File: config.mk
export PLATFORM = sky130hd
export DESIGN_NAME = alu_mul_sequencer
export DESIGN_NICKNAME = d
export VERILOG_FILES = /design/src/rtl/slc3_alu_pkg.sv /design/src/rtl/alu_mul_sequencer.sv
export SDC_FILE = /design/constraint.sdc
export NUM_CORES = 1
export LEC_CHECK = 0
export CORE_AREA = 2 2 84 86
export CTS_CLUSTER_SIZE = 24
export DETAILED_ROUTE_END_ITERATION = 6
export DIE_AREA = 0 0 86 88
export PLACE_DENSITY_LB_ADDON = 0.15
export SLEW_MARGIN = 20
export SYNTH_ARGS = -nofsm -noshare
export SYNTH_HDL_FRONTEND = slang
export SYNTH_SLANG_ARGS = --single-unit
File: constraint.sdc
create_clock -name clk -period 3.3 [get_ports clk]
set_input_delay 0.495 -clock clk [delete_from_list [all_inputs] [get_ports clk]]
set_output_delay 0.495 -clock clk [all_outputs]
set_load 0.01 [all_outputs]
File: src/rtl/slc3_alu_pkg.sv
// Shared ALU definitions for the SLC-3 datapath and the blocks that borrow its ALU.
// Holds the ALU op encoding, the multiply sequencer states and the machine word width.
package slc3_alu_pkg;

   localparam int WORD_W = 16;

   typedef enum logic [1:0] {
      ALU_ADD  = 2'b00,
      ALU_AND  = 2'b01,
      ALU_NOT  = 2'b10,
      ALU_PASS = 2'b11
   } aluk_t;

   typedef enum logic [1:0] {
      IDLE,
      RUN,
      DONE
   } mul_state_t;

endpackage

File: src/rtl/alu_mul_sequencer.sv
// Shift-and-add multiplier that borrows the shared ALU for one ADD per multiplier bit.
// Define MUL_EARLY_EXIT_EN to finish as soon as the remaining multiplier bits are all zero.
module alu_mul_sequencer
   import slc3_alu_pkg::*;
#(
   parameter int WIDTH = WORD_W,
   parameter int CNT_W = 4
) (
   input  logic             clk,
   input  logic             reset,
   input  logic             start,
   input  logic [WIDTH-1:0] op_a,
   input  logic [WIDTH-1:0] op_b,
   output logic             busy,
   output logic             done,
   output logic [WIDTH-1:0] product,
   output logic [1:0]       alu_aluk,
   output logic [WIDTH-1:0] alu_one,
   output logic [WIDTH-1:0] alu_two,
   input  logic [WIDTH-1:0] alu_q
);

   mul_state_t       state_q;
   logic [WIDTH-1:0] acc_q;
   logic [WIDTH-1:0] mcand_q;
   logic [WIDTH-1:0] mplier_q;
   logic [CNT_W-1:0] cnt_q;
   logic [WIDTH-1:0] product_q;
   logic             busy_q;
   logic             done_q;

   logic [WIDTH-1:0] acc_d;
   logic [WIDTH-1:0] mplier_d;
   logic             lastIter;

   // The accumulator only takes the ALU sum when the current multiplier bit is set.
   always_comb begin
      acc_d    = mplier_q[0] ? alu_q : acc_q;
      mplier_d = mplier_q >> 1;
`ifdef MUL_EARLY_EXIT_EN
      lastIter = (mplier_d == '0);
`else
      lastIter = (cnt_q == CNT_W'(WIDTH - 1));
`endif
   end

   always_ff @(posedge clk) begin
      if (reset) begin
         state_q   <= IDLE;
         acc_q     <= '0;
         mcand_q   <= '0;
         mplier_q  <= '0;
         cnt_q     <= '0;
         product_q <= '0;
         busy_q    <= 1'b0;
         done_q    <= 1'b0;
      end else begin
         done_q <= 1'b0;
         case (state_q)
            IDLE: begin
               if (start) begin
                  mcand_q  <= op_a;
                  mplier_q <= op_b;
                  acc_q    <= '0;
                  cnt_q    <= '0;
                  busy_q   <= 1'b1;
                  state_q  <= RUN;
               end
            end
            RUN: begin
               acc_q    <= acc_d;
               mcand_q  <= mcand_q << 1;
               mplier_q <= mplier_d;
               cnt_q    <= cnt_q + 1'b1;
               // The final add lands in the product in the same edge that leaves RUN.
               if (lastIter) begin
                  product_q <= acc_d;
                  done_q    <= 1'b1;
                  state_q   <= DONE;
               end
            end
            DONE: begin
               busy_q  <= 1'b0;
               state_q <= IDLE;
            end
            default: begin
               busy_q  <= 1'b0;
               state_q <= IDLE;
            end
         endcase
      end
   end

   // Outside RUN the ALU is left in a harmless PASS of zero.
   always_comb begin
      if (state_q == RUN) begin
         alu_aluk = ALU_ADD;
         alu_one  = acc_q;
         alu_two  = mcand_q;
      end else begin
         alu_aluk = ALU_PASS;
         alu_one  = '0;
         alu_two  = '0;
      end
   end

   assign busy    = busy_q;
   assign done    = done_q;
   assign product = product_q;

endmodule

==> results.cfg <==
[run_status]
status = finished, final reports clean

[final_layout]
layout_commonest_cell = clkdlybuf4s50_1
layout_common_cells = clkdlybuf4s50_1, dfxtp_1, nor2_1
nNetsFinal = 477
design_area_um2 = 4350
multi_input_area_um2 = 1580
area_growth_pct = 35.9
drive_above_1_share = 0.0674
post-route-util = 0.655
diodes = 0
seq_area_um2 = 1440
fillers = 602
final_cells = 510

[setup_path]
cp_slowest_cell = nor2b_4
r2r_setup_slack_ns = 1.00
path_delay_family = buffers and inverters
crit_fanout = 39
arrival_ns = 2.23
cp.required_ns = 2.80
regToRegStartpoint = state_q[1]
critPathCaptureType = primary output
reg2regPathDepth = 4
cpPeakStageDelay_ns = 0.65
path_class = reg2out
path_cells = nor2b_4 -> inv_2 -> clkdlybuf4s50_1
start_kind = register
crit_buf_inv = 2
r2r-end = acc_q[4]
path_depth = 3

[floorplanning]
core_um2 = 6640
std_cell_rows = 30
die_h_um = 88
die_x_um = 86
initial_core_util = 0.482
dieArea_um2 = 7570
num_io_pins = 103

[clocking]
postCtsSetupBuffers = 0
cts_tree = done
cts_resized = 0
hold_buffers = 0
cts_sinks = 72
clk_transition_reported_paths_ns = 0.08
cts_root_buf = clkbuf_8
insertion_delay_ns = 0.35
cts_buffers = 9
htree_num_levels = 3
clockBufferDepth = 2

[hold_path]
hp-start = product[8]
whs_path_depth = 1
min_path_type = reg2reg
holdPathEnd = product[8]

[yosys]
syn_nets = 392
synth-async-reset-ratio = 0
yosysSeqAreaShare = 0.450
ys.warnings.count = 0
synthCells = 340
syn_area_um2 = 3200
synthFlopType = dfxtp_1
synthDistinctLibCells = 37
ys_ff_latch = 72
synth.avg_cell_area_um2 = 9.42
synth_edf_count = 0

[routing]
num_vias = 2862
vias_per_cell = 5.61
routed_wirelength_um = 8090
firstDrtPassIters = 4
wl_per_cell_um = 15.9
drc_errors = 0
dr.first_iter.drc_count = 160
ant_nets = 0

[sta]
tightestPinTransition_ns = 0.853
max_freq_mhz = 367
fin_hold_ws_ns = 0.466
maxSlewHeadroom = 0.432
tns_ns = 0
drv_slew = 0
hold_violations = 0
fin_ws_ns = 0.577
clock_skew_ns = 0.00900
finalCritPeriodShare = 0.825
rsz0062_at_grt = no
setup_violations = 0
min_period_ns = 2.72

[power_and_ir_drop]
p_per_area_nw_per_um2 = 425
p_switching_uw = 517
power.total_mw = 1.85
p_seq_frac = 0.509
clkPwrFrac = 0.337
power_frac_comb = 0.154
peakVddDrop_uv = 241
internal_power_mw = 1.33
p_leak_nw = 1.62
swShare = 0.280

[global_routing]
grt_pass1_vias = 2636
antenna_found_initial = 0
grt_first_pass_wirelength_um = 13100
grt.total_usage = 0.219
grt.overflow.total = 0
grt_max_degree = 44

[placement]
place_ws_ns = 0.950
dpl_cell_area_um2 = 4180
dp.cells = 494
portBuffers = 102
gp_congestion = 0.791
place.detailed.hpwl_um = 5100

[run]
drv_cap = 0
[power by group through the flow]
stage | registers [mW] | clock network (mW) | logic (mW)
floorplan | 0.951 | 0 | 0.174
global placement | 0.960 | 0 | 0.279
detailed placement | 0.961 | 0 | 0.284
CTS | 0.941 | 0.636 | 0.285
global route | 0.947 | 0.677 | 0.312
finish | 0.942 | 0.623 | 0.284
[worst max path at each step]
stage | slack (ns) | endpoint | startpoint
after floorplan | 1.67 | alu_one[0] | state_q[1]
after global placement | 0.97 | alu_aluk[0] | state_q[1]
after detailed placement | 0.95 | alu_aluk[0] | state_q[1]
after CTS | 0.56 | alu_aluk[0] | state_q[1]
after global routing | 0.40 | alu_aluk[0] | state_q[1]
final | 0.58 | alu_aluk[0] | state_q[1]
[routing by layer]
metal | track usage | part of all wire | vias to the layer above
met5 | 0 | 0 | -
met4 | 0.102 | 0.016 | 0
met3 | 0.0434 | 0.056 | 12
met2 | 0.323 | 0.45 | 92
met1 | 0.309 | 0.48 | 1361
li1 | - | - | 1397
[cells in the mapped netlist, types with 2 or more instances]
master     number  area share
inv_1           2      0.0023
nor3_1          3      0.0047
a21oi_2         2      0.0055
nor2_1         59       0.069
buf_2          11       0.017
and2_1         32       0.063
a22o_1         16       0.044
o2bb2ai_1      41        0.11
buf_6           3       0.011
nand2_1         5      0.0059
buf_4           2      0.0047
clkbuf_1        7      0.0082
inv_2           3      0.0035
nor2b_1         2      0.0039
mux2i_1        17       0.053
buf_1           7      0.0082
nand3_1         2      0.0031
dfxtp_1        72        0.45
a211oi_1       31       0.073
a21oi_1         6      0.0094
[worst reg2reg max path, stage by stage (launching register included)]
cell and delay [ns]:
dfxtp_1 0.40, nor2b_4 0.65, inv_2 0.27, nor3b_4 0.67, a22o_1 0.26
[cells by family after synthesis]
group                    share of synthesized area
adder cells (fa/ha/maj)                    0.00391
flip-flops                                   0.450
multiplexers                                0.0578
AO/OA/AOI/OAI                                0.263
AND/OR/NAND/NOR                              0.168
buffers and inverters                       0.0563
[final cells by class]
class | instances | area share
Inverter | 5 | 0.00431
Multi-Input combinational cell | 232 | 0.363
Clock inverter | 7 | 0.0109
Sequential cell | 72 | 0.331
Tap cell | 80 | 0.0230
Clock buffer | 9 | 0.0285
Timing Repair Buffer | 105 | 0.239
[sequential cells by signal, summed over array words and instances, names as in the netlist]
register / count
cnt_q: 4
busy: 1
done: 1
acc_q: 16
state_q: 2
mplier_q: 16
product: 16
mcand_q: 16
(Power assumes the default switching activity.)
